[src/rtl/ctrl_pkt_master_pkg.sv]
// ctrl_pkt_master_pkg
// Shared definitions for the control-packet initiator: chain word layout
// (field bit positions), word position codes, packet type codes, the FSM
// state encoding and a helper that assembles a head word.
package ctrl_pkt_master_pkg;

    localparam int WORD_W = 134;

    // Field bit positions inside a chain word
    localparam int POS_HI  = 133;
    localparam int POS_LO  = 132;
    localparam int TYPE_HI = 126;
    localparam int TYPE_LO = 124;
    localparam int TAG_HI  = 123;
    localparam int TAG_LO  = 112;
    localparam int SRC_HI  = 111;
    localparam int SRC_LO  = 104;
    localparam int DST_HI  = 103;
    localparam int DST_LO  = 96;
    localparam int ADDR_HI = 71;
    localparam int ADDR_LO = 64;
    localparam int DATA_HI = 31;
    localparam int DATA_LO = 0;

    // Word position codes
    localparam logic [1:0] POS_HEAD = 2'b01;
    localparam logic [1:0] POS_MID  = 2'b11;
    localparam logic [1:0] POS_TAIL = 2'b10;

    // Packet type codes carried by the head word
    localparam logic [2:0] TYPE_RD   = 3'b001;
    localparam logic [2:0] TYPE_WR   = 3'b010;
    localparam logic [2:0] TYPE_RACK = 3'b011;

    // A tail word carries nothing but its position code
    localparam logic [WORD_W-1:0] TAIL_WORD = {POS_TAIL, {(WORD_W-2){1'b0}}};

    typedef enum logic [2:0] {
        IDLE     = 3'd0,
        HEAD     = 3'd1,
        TAIL     = 3'd2,
        WAIT_ACK = 3'd3,
        RESP     = 3'd4
    } state_t;

    function automatic logic [WORD_W-1:0] make_head(
        input logic [2:0]  typ,
        input logic [11:0] tag,
        input logic [7:0]  src,
        input logic [7:0]  dst,
        input logic [7:0]  addr,
        input logic [31:0] data
    );
        logic [WORD_W-1:0] w;
        w                  = '0;
        w[POS_HI:POS_LO]   = POS_HEAD;
        w[TYPE_HI:TYPE_LO] = typ;
        w[TAG_HI:TAG_LO]   = tag;
        w[SRC_HI:SRC_LO]   = src;
        w[DST_HI:DST_LO]   = dst;
        w[ADDR_HI:ADDR_LO] = addr;
        w[DATA_HI:DATA_LO] = data;
        return w;
    endfunction

endpackage

[src/rtl/ctrl_pkt_master_if.sv]
// ctrl_pkt_master_if
// Bundles the command, chain-output, chain-input and response signals of the
// control-packet initiator.
//   master : view of the initiator (drives cmd_ready, cout_*, rsp_*)
//   slave  : view of the environment (drives cmd_*, cin_*)
interface ctrl_pkt_master_if;
    import ctrl_pkt_master_pkg::*;

    logic              cmd_valid;
    logic              cmd_ready;
    logic              cmd_rw;
    logic [7:0]        cmd_dst_mid;
    logic [7:0]        cmd_addr;
    logic [31:0]       cmd_wdata;

    logic [WORD_W-1:0] cout_data;
    logic              cout_data_wr;
    logic              cin_ready;
    logic [WORD_W-1:0] cin_data;
    logic              cin_data_wr;

    logic              rsp_valid;
    logic [31:0]       rsp_rdata;
    logic              rsp_timeout;

    modport master (
        input  cmd_valid, cmd_rw, cmd_dst_mid, cmd_addr, cmd_wdata,
        input  cin_ready, cin_data, cin_data_wr,
        output cmd_ready, cout_data, cout_data_wr,
        output rsp_valid, rsp_rdata, rsp_timeout
    );

    modport slave (
        output cmd_valid, cmd_rw, cmd_dst_mid, cmd_addr, cmd_wdata,
        output cin_ready, cin_data, cin_data_wr,
        input  cmd_ready, cout_data, cout_data_wr,
        input  rsp_valid, rsp_rdata, rsp_timeout
    );

endinterface

[src/rtl/cpm_ack_match.sv]
// cpm_ack_match
// Combinational read-ack recogniser. A word matches when it is strobed, is a
// head word of type read-ack, is addressed to this initiator, comes from the
// module we sent the read to, and carries the tag and address we sent.
// Ports:
//   word, word_wr   incoming chain word and its strobe
//   own_mid         this initiator's module ID (expected ack destination)
//   exp_src         module ID the read was sent to (expected ack source)
//   exp_tag         tag of the outstanding read
//   exp_addr        register address of the outstanding read
//   match           1 when the word is the ack for the outstanding read
module cpm_ack_match
    import ctrl_pkt_master_pkg::*;
(
    input  logic [WORD_W-1:0] word,
    input  logic              word_wr,
    input  logic [7:0]        own_mid,
    input  logic [7:0]        exp_src,
    input  logic [11:0]       exp_tag,
    input  logic [7:0]        exp_addr,
    output logic              match
);

    assign match = word_wr
                && (word[POS_HI:POS_LO]     == POS_HEAD)
                && (word[TYPE_HI:TYPE_LO]   == TYPE_RACK)
                && (word[DST_HI:DST_LO]     == own_mid)
                && (word[SRC_HI:SRC_LO]     == exp_src)
                && (word[TAG_HI:TAG_LO]     == exp_tag)
                && (word[ADDR_HI:ADDR_LO]   == exp_addr);

    // Bits the comparator deliberately ignores (reserved fields and payload)
    logic unused_word_bits;
    assign unused_word_bits = ^{word[131:127], word[95:72], word[63:0]};

endmodule

[src/rtl/ctrl_pkt_master.sv]
// ctrl_pkt_master
// Control-packet initiator. Accepts one read or write command at a time,
// sends it on the chain as a head word followed by a tail word, and for a
// read waits (bounded by TIMEOUT cycles) for the matching read-ack head.
// Each command ends with a one-cycle rsp_valid pulse.
// Ports:
//   clk, rst_n          clock, asynchronous active-low reset
//   bus (master)        cmd_* command handshake, cout_* / cin_* chain words,
//                       rsp_* completion (rsp_timeout qualifies rsp_valid)
//   tx_cnt              packets sent
//   ack_cnt             read-acks matched
//   to_cnt              read timeouts
module ctrl_pkt_master
    import ctrl_pkt_master_pkg::*;
#(
    parameter logic [7:0]  SRC_MID = 8'd1,
    parameter logic [15:0] TIMEOUT = 16'd1024
) (
    input  logic              clk,
    input  logic              rst_n,
    ctrl_pkt_master_if.master bus,
    output logic [31:0]       tx_cnt,
    output logic [31:0]       ack_cnt,
    output logic [31:0]       to_cnt
);

    localparam logic [15:0] TIMER_LAST = TIMEOUT - 16'd1;

    state_t            state_reg;
    logic              rw_reg;
    logic [7:0]        dst_reg;
    logic [7:0]        addr_reg;
    logic [11:0]       tag_reg;        // tag for the next packet
    logic [11:0]       sent_tag_reg;   // tag of the packet in flight
    logic [15:0]       timer_reg;
    logic [WORD_W-1:0] cout_data_reg;
    logic              cout_pend_reg;  // a head or tail word is waiting to go
    logic              cmd_ready_reg;
    logic              rsp_valid_reg;
    logic              rsp_timeout_reg;
    logic [31:0]       rsp_rdata_reg;
    logic [31:0]       tx_cnt_reg;
    logic [31:0]       ack_cnt_reg;
    logic [31:0]       to_cnt_reg;
    logic              ack_match;

    cpm_ack_match u_ack_match (
        .word     (bus.cin_data),
        .word_wr  (bus.cin_data_wr),
        .own_mid  (SRC_MID),
        .exp_src  (dst_reg),
        .exp_tag  (sent_tag_reg),
        .exp_addr (addr_reg),
        .match    (ack_match)
    );

    // The outgoing word is prepared one step ahead (head at acceptance, tail
    // once the head is taken), so a word is presented in the same cycle the
    // FSM reaches HEAD/TAIL and only the strobe depends on cin_ready.
    always_ff @(posedge clk or negedge rst_n) begin
        if (!rst_n) begin
            state_reg       <= IDLE;
            rw_reg          <= 1'b0;
            dst_reg         <= '0;
            addr_reg        <= '0;
            tag_reg         <= '0;
            sent_tag_reg    <= '0;
            timer_reg       <= '0;
            cout_data_reg   <= '0;
            cout_pend_reg   <= 1'b0;
            cmd_ready_reg   <= 1'b0;
            rsp_valid_reg   <= 1'b0;
            rsp_timeout_reg <= 1'b0;
            rsp_rdata_reg   <= '0;
            tx_cnt_reg      <= '0;
            ack_cnt_reg     <= '0;
            to_cnt_reg      <= '0;
        end else begin
            rsp_valid_reg <= 1'b0;
            case (state_reg)
                IDLE: begin
                    if (bus.cmd_valid && cmd_ready_reg) begin
                        rw_reg        <= bus.cmd_rw;
                        dst_reg       <= bus.cmd_dst_mid;
                        addr_reg      <= bus.cmd_addr;
                        sent_tag_reg  <= tag_reg;
                        cout_data_reg <= make_head(bus.cmd_rw ? TYPE_RD : TYPE_WR,
                                                   tag_reg, SRC_MID,
                                                   bus.cmd_dst_mid, bus.cmd_addr,
                                                   bus.cmd_rw ? 32'd0 : bus.cmd_wdata);
                        cout_pend_reg <= 1'b1;
                        cmd_ready_reg <= 1'b0;
                        state_reg     <= HEAD;
                    end else begin
                        cmd_ready_reg <= 1'b1;
                    end
                end
                HEAD: begin
                    if (bus.cin_ready) begin
                        cout_data_reg <= TAIL_WORD;
                        state_reg     <= TAIL;
                    end
                end
                TAIL: begin
                    if (bus.cin_ready) begin
                        cout_data_reg <= '0;
                        cout_pend_reg <= 1'b0;
                        tx_cnt_reg    <= tx_cnt_reg + 32'd1;
                        tag_reg       <= tag_reg + 12'd1;
                        if (rw_reg) begin
                            timer_reg <= '0;
                            state_reg <= WAIT_ACK;
                        end else begin
                            rsp_valid_reg   <= 1'b1;
                            rsp_rdata_reg   <= '0;
                            rsp_timeout_reg <= 1'b0;
                            state_reg       <= RESP;
                        end
                    end
                end
                WAIT_ACK: begin
                    // A match is checked first so it wins over expiry
                    if (ack_match) begin
                        rsp_valid_reg   <= 1'b1;
                        rsp_rdata_reg   <= bus.cin_data[DATA_HI:DATA_LO];
                        rsp_timeout_reg <= 1'b0;
                        ack_cnt_reg     <= ack_cnt_reg + 32'd1;
                        state_reg       <= RESP;
                    end else if (timer_reg == TIMER_LAST) begin
                        rsp_valid_reg   <= 1'b1;
                        rsp_rdata_reg   <= '0;
                        rsp_timeout_reg <= 1'b1;
                        to_cnt_reg      <= to_cnt_reg + 32'd1;
                        state_reg       <= RESP;
                    end else begin
                        timer_reg <= timer_reg + 16'd1;
                    end
                end
                RESP: begin
                    cmd_ready_reg <= 1'b1;
                    state_reg     <= IDLE;
                end
                default: begin
                    cout_pend_reg <= 1'b0;
                    state_reg     <= IDLE;
                end
            endcase
        end
    end

    assign bus.cmd_ready    = cmd_ready_reg;
    assign bus.cout_data    = cout_data_reg;
    assign bus.cout_data_wr = cout_pend_reg & bus.cin_ready;
    assign bus.rsp_valid    = rsp_valid_reg;
    assign bus.rsp_rdata    = rsp_rdata_reg;
    assign bus.rsp_timeout  = rsp_timeout_reg;
    assign tx_cnt           = tx_cnt_reg;
    assign ack_cnt          = ack_cnt_reg;
    assign to_cnt           = to_cnt_reg;

endmodule

[src/flat_wrapper.sv]
// flat-port wrapper written by rule: the top's interface ports become plain ports
module ctrl_pkt_master_flat import ctrl_pkt_master_pkg::*;
#(
    parameter logic [7:0]  SRC_MID = 8'd1,
    parameter logic [15:0] TIMEOUT = 16'd1024
)
  (clk, rst_n, tx_cnt, ack_cnt, to_cnt, bus_cmd_valid, bus_cmd_rw, bus_cmd_dst_mid, bus_cmd_addr, bus_cmd_wdata, bus_cin_ready, bus_cin_data, bus_cin_data_wr, bus_cmd_ready, bus_cout_data, bus_cout_data_wr, bus_rsp_valid, bus_rsp_rdata, bus_rsp_timeout);
  ctrl_pkt_master_if bus_i ();
  input  logic clk;
  input  logic rst_n;
  output logic [31:0] tx_cnt;
  output logic [31:0] ack_cnt;
  output logic [31:0] to_cnt;
  input wire logic [$bits(bus_i.cmd_valid)-1:0] bus_cmd_valid;
  input wire logic [$bits(bus_i.cmd_rw)-1:0] bus_cmd_rw;
  input wire logic [$bits(bus_i.cmd_dst_mid)-1:0] bus_cmd_dst_mid;
  input wire logic [$bits(bus_i.cmd_addr)-1:0] bus_cmd_addr;
  input wire logic [$bits(bus_i.cmd_wdata)-1:0] bus_cmd_wdata;
  input wire logic [$bits(bus_i.cin_ready)-1:0] bus_cin_ready;
  input wire logic [$bits(bus_i.cin_data)-1:0] bus_cin_data;
  input wire logic [$bits(bus_i.cin_data_wr)-1:0] bus_cin_data_wr;
  output wire logic [$bits(bus_i.cmd_ready)-1:0] bus_cmd_ready;
  output wire logic [$bits(bus_i.cout_data)-1:0] bus_cout_data;
  output wire logic [$bits(bus_i.cout_data_wr)-1:0] bus_cout_data_wr;
  output wire logic [$bits(bus_i.rsp_valid)-1:0] bus_rsp_valid;
  output wire logic [$bits(bus_i.rsp_rdata)-1:0] bus_rsp_rdata;
  output wire logic [$bits(bus_i.rsp_timeout)-1:0] bus_rsp_timeout;
  assign bus_i.cmd_valid = bus_cmd_valid;
  assign bus_i.cmd_rw = bus_cmd_rw;
  assign bus_i.cmd_dst_mid = bus_cmd_dst_mid;
  assign bus_i.cmd_addr = bus_cmd_addr;
  assign bus_i.cmd_wdata = bus_cmd_wdata;
  assign bus_i.cin_ready = bus_cin_ready;
  assign bus_i.cin_data = bus_cin_data;
  assign bus_i.cin_data_wr = bus_cin_data_wr;
  assign bus_cmd_ready = bus_i.cmd_ready;
  assign bus_cout_data = bus_i.cout_data;
  assign bus_cout_data_wr = bus_i.cout_data_wr;
  assign bus_rsp_valid = bus_i.rsp_valid;
  assign bus_rsp_rdata = bus_i.rsp_rdata;
  assign bus_rsp_timeout = bus_i.rsp_timeout;
  ctrl_pkt_master #(.SRC_MID(SRC_MID), .TIMEOUT(TIMEOUT)) u_core (.clk(clk), .rst_n(rst_n), .bus(bus_i), .tx_cnt(tx_cnt), .ack_cnt(ack_cnt), .to_cnt(to_cnt));
endmodule
[config.mk]
export PLATFORM = sky130hd
export DESIGN_NAME = ctrl_pkt_master_flat
export DESIGN_NICKNAME = d
export VERILOG_FILES = /design/src/rtl/ctrl_pkt_master_pkg.sv /design/src/rtl/ctrl_pkt_master_if.sv /design/src/rtl/cpm_ack_match.sv /design/src/rtl/ctrl_pkt_master.sv /design/src/flat_wrapper.sv
export SDC_FILE = /design/constraint.sdc
export NUM_CORES = 1
export LEC_CHECK = 0
export BUFFER_PORTS_ARGS = -buffer_cell sky130_fd_sc_hd__buf_2
export CORE_MARGIN = 2
export CORE_UTILIZATION = 33
export DETAILED_ROUTE_END_ITERATION = 16
export PLACE_DENSITY_LB_ADDON = 0.2
export SLEW_MARGIN = 20
export SYNTH_ARGS = -nofsm -noshare
export SYNTH_HDL_FRONTEND = slang
export SYNTH_SLANG_ARGS = --single-unit
[constraint.sdc]
create_clock -name clk -period 2.8 [get_ports clk]
set_clock_uncertainty 0.05 [all_clocks]
set_input_delay 0.56 -clock clk [delete_from_list [all_inputs] [get_ports clk]]
set_output_delay 0.56 -clock clk [all_outputs]
set_load 0.1 [all_outputs]
# Yosys cells after proc, flatten, opt, wreduce, memory -nomap -nowiden
# Index checks and enable logic that the tools add are counted.
# totals
elab_cells,102
out_inout_bits,266
reg_bits,326
inputBits,188
# op_classes
add_sub_neg,5
bitwise_logic,3
n_reduce_logical,21
muxes,38
eq_ne,19
# ops
operator,n
$mux 134,3
$pmux 134 s3,1
$mux 32,5
$add 32x1->32 const B,3
$mux 16,4
$pmux 32 s2,1
$pmux 16 s2,1
$mux 3,6
$add 16x1->16 const B,1
$eq 16x10->1 const B,1
$eq 8x8->1,2
$add 12x1->12 const B,1
$eq 12x12->1,1
$pmux 3 s4,1
$reduce_and 4->1,3
$mux 1,11
$ne 2x2->1 const B,5
$eq 3x2->1 const B,3
$eq 8x1->1 const B,1
$logic_and 1x1->1,7
$pmux 1 s2,3
$reduce_and 2->1,3
$reduce_and 3->1,2
$reduce_and 5->1,1
13 further kinds,16

# Depth between registers and ports, before layout
# logic_depth
word_depth,9
mapped_depth,8
mapped_depth_nobuf,7

# By module
# A second synthesis with hierarchy kept.
# unflattened
hier_cells,1079
hier_area_um2,11842.6
# modules_own_cells
module,cells_each,seq_area_each_um2,n_inst,area_each_um2
ctrl_pkt_master,1029,6406.1,1,11429.7
cpm_ack_match,50,0.0,1,412.9

# Least setup slack after synthesis
# Ideal clock, no wire load.
# synth_path
path_type,register to register
startpoint,register u_core.ack_cnt_reg[3] (netlist: u_core.ack_cnt[3])
endpoint,register u_core.ack_cnt_reg[27] (netlist: u_core.ack_cnt[27])
period_less_slack_ns,2.958
arrival_time_ns,2.745
stages_incl_launch_ff,8
t_required_ns,2.587
path_buffers,1
setup_time_ns,0.163
path_slack_ns,-0.158
path_cell_list,dfrtp_1 and3_1 clkbuf_1 nand4_2 nor3_2 nand4_1 nor4_1 xor2_1
# synth_via
elab_chain_cells,1
# synth_lines
item,line,source
"start, declared",ctrl_pkt_master.sv:43,logic [31:0] ack_cnt_reg;
"start signal, assigned",ctrl_pkt_master.sv:127,ack_cnt_reg <= ack_cnt_reg + 32'd1;
$add 32x1->32,ctrl_pkt_master.sv:127,
# No other way between the ends.
# A chain may end at the register's enable or synchronous reset.

# Final worst setup path
# layout_path
startpoint,register u_core.timer_reg[11]
endpoint,register u_core.to_cnt_reg[23] (netlist: u_core.to_cnt[23])
# layout_via
elab_chain_cells,2
# layout_lines
item,line,source
"start, declared",ctrl_pkt_master.sv:35,logic [15:0] timer_reg;
"start signal, assigned",ctrl_pkt_master.sv:136,timer_reg <= timer_reg + 16'd1;
$eq 16x10->1,ctrl_pkt_master.sv:129,end else if (timer_reg == TIMER_LAST) begin
$reduce_and 3->1 (no line),n/a,
"end signal, assigned",ctrl_pkt_master.sv:133,to_cnt_reg <= to_cnt_reg + 32'd1;
"end, declared",ctrl_pkt_master.sv:44,logic [31:0] to_cnt_reg;
# No other way between the ends.

==> impl_metrics.ini <==
[setup_path]
critPathBufInv = 0
path_delay_family = simple AND/OR/NAND/NOR gates
arrival_ns = 2.99
required_ns = 3.17
cp_cell_sequence = or4_4 > nor3_2 > nand3_1 > a2111oi_4 > nand3_1 > xnor2_1
crit_top_cell = nand3_1
cp_slowest_cell = a2111oi_4
max_stage_delay_ns = 0.68
cp_max_fo = 9
critPathCaptureType = flip-flop
worstSetupStartpointType = flip-flop
crit_type = reg -> reg

[routing]
firstDrtPassIters = 4
ant_nets = 0
drtIter0Drc = 309
route.vias.total = 8933
avgRoutedWirePerCell_um = 16.15
drt-total-wl_um = 30510
via_per_inst = 4.729
drc = 0

[synth]
synthCells = 1059
yosysTopAreaCellShare = 0.5472
synth_seq_cells = 256
ys_warn_count = 0
syn_area_sq_mm = 0.01171
ys_seq_area_frac = 0.5472
ys_types = 63
ys_async_sr_fraction = 1.000
synth-edff-count = 0
ys.flop_type = dfrtp_1
synth_most_common_cell = dfrtp_1
yosysTopAreaCell = dfrtp_1
avgSynthCellArea_sq_um = 11.05
synthTopCellsByCount = dfrtp_1 (256), nand2_1 (144), a22o_1 (95)
synth_area_leaders = dfrtp_1 (55%), a22o_1 (7.1%), xnor2_1 (5.6%)

[floorplanning]
start_util = 0.3372
row_count = 68
chipHeight_um = 192.3
core_sq_mm = 0.03471
dieArea_sq_mm = 0.03700
pin_count = 454
die_w_um = 192.3

[power]
intPower_w = 0.007528
p_leak_nw = 7.623
power.share.clock = 0.291
ir_drop_mv = 0.8249
p_seq_frac = 0.354
switchingPower_w = 0.005739
pwr-share-comb = 0.355
powerDensity_mw_per_mm2 = 889.1
swShare = 0.4326

[sta]
slew_headroom = 0.4900
finalSetupTns_ns = 0
finalSetupViolations = 0
drv_slew = 0
final.min_clock_period_ns = 2.618
period_share = 0.9348
rsz0062_at_grt = false
setup_slack_ns = 0.1824
finalHoldViolCount = 0
fmax_mhz = 382.0
worstMarginPinSlew_ns = 0.7629

[placement]
io_buffers = 323
gp_congestion = 0.7790
dp_slack_ns = 0.01932
dp_hpwl_um = 21910

[grt]
grt_max_degree = 56
antenna_found_initial = 6
grt_pass1_vias = 8521
grt_util_all_layers = 0.1606
grt_pass1_wl_um = 47850
overflow = 0

[run]
cap_violations = 0

[cells_and_area]
largest_reg_flops = 64
num-nets-final = 1603
syn_to_final_growth_pct = 27.48
drive_above_1_share = 0.3145
num-fill-cells = 3424

[clock_network]
cts_buffers = 29
htree_levels = 1
cts.sinks = 256
max-clock-path-buffers = 3
cts_tree = yes
cts_root_buf = clkbuf_16
cts.reportedPaths.clkPinSlew_ns = 0.06
clk_latency_ns = 0.54

[outcome]
outcome = complete, no violations

[worst_hold_path]
hold_class = in -> reg
==> cell usage in the layout (no fill, tap or decap), types with 29 or more instances in the layout <==
cell and instances:
a22o_1 95, buf_2 322, buf_4 30, clkbuf_16 29, conb_1 69, dfrtp_1 251, nand2_1 144, nand3_1 45
nand4_1 33, nor2_1 35, xnor2_1 75, xor2_1 59
==> metrics by stage <==
stage / hold slack, ns / cell area [sq um] / total power, W / utilization / std cells
3_3_place_gp: 0.4041 / 13930 / 0.009497 / 0.4013 / 1833
3_5_place_dp: 0.4055 / 13930 / 0.009509 / 0.4013 / 1833
2_1_floorplan: 0.2144 / 11970 / 0.008500 / - / 1127
5_1_grt: 0.1563 / 14920 / 0.01392 / 0.4298 / 1887
6_report: 0.1774 / 14920 / 0.01327 / 0.4299 / 1889
4_1_cts: 0.1464 / 14920 / 0.01345 / 0.4297 / 1886
==> power groups by stage <==
stage	Combinational [W]	Sequential, W	Clock (W)
after detailed placement	0.00476	0.00474	0
after global routing	0.00499	0.00478	0.00415
after CTS	0.00476	0.00470	0.00399
final	0.00472	0.00470	0.00386
after floorplan	0.00193	0.00657	0
after global placement	0.00475	0.00475	0
==> area by class of cell <==
type                       instances  area (sq um)  area share
tap                              455         569.3     0.03815
timing repair buffer             365          2082      0.1395
inverter                          20         75.07    0.005031
multi-input combinational        738          4801      0.3217
clock buffer                      38         819.5     0.05492
antenna                            3         7.507   0.0005031
clock inverter                    14         156.4     0.01048
sequential                       256          6412      0.4297
==> metal layers <==
layer,wire (um),global-route usage,up-vias
li1,-,-,4313
met1,13420,0.2210,4301
met3,2495,0.04401,34
met5,13,0,-
met2,14150,0.2542,283
met4,429,0.03230,2
==> worst paths after layout <==
path / endpoint / slack, ns / from / depth (start not counted)
min: u_core.dst_reg[1]$_DFFE_PN0P_ / 0.18 / bus_cmd_dst_mid[1] / 3
max: u_core.to_cnt[23]$_DFFE_PN0P_ / 0.18 / u_core.timer_reg[11]$_DFFE_PN0P_ / 6
max in group asynchronous: u_core.bus.cout_data[8]$_DFFE_PN0P_ / 1.51 / rst_n / 3
min reg2reg: u_core.to_cnt[31]$_DFFE_PN0P_ / 0.41 / u_core.to_cnt[31]$_DFFE_PN0P_ / 1
min in group asynchronous: u_core.to_cnt[7]$_DFFE_PN0P_ / 0.49 / rst_n / 2
max reg2reg: u_core.to_cnt[23]$_DFFE_PN0P_ / 0.18 / u_core.timer_reg[11]$_DFFE_PN0P_ / 6
==> worst reg2reg max path: stages, from the launching register on <==
cell and delay (ns):
dfrtp_1 0.44, or4_4 0.57, nor3_2 0.18, nand3_1 0.23, a2111oi_4 0.68, nand3_1 0.19
xnor2_1 0.17
==> cells by family after synthesis <==
| family | count (synthesis) | synth area share |
|---|---|---|
| mux | 3 | 0.002886 |
| compound gates | 151 | 0.1072 |
| simple gates | 376 | 0.1695 |
| xor+xnor | 134 | 0.1003 |
| flops | 256 | 0.5472 |
| buf+inv | 133 | 0.06723 |
| other cells | 1 | 0.0003203 |
| fa+ha+maj | 5 | 0.005344 |
==> timing repair <==
item | CTS | global route
buffers inserted | 0 | 0
hold buffers | 1 | 0
hold endpoints to repair | 47 | 0
resized for setup | 0 | 0
(Power assumes the default switching activity.)
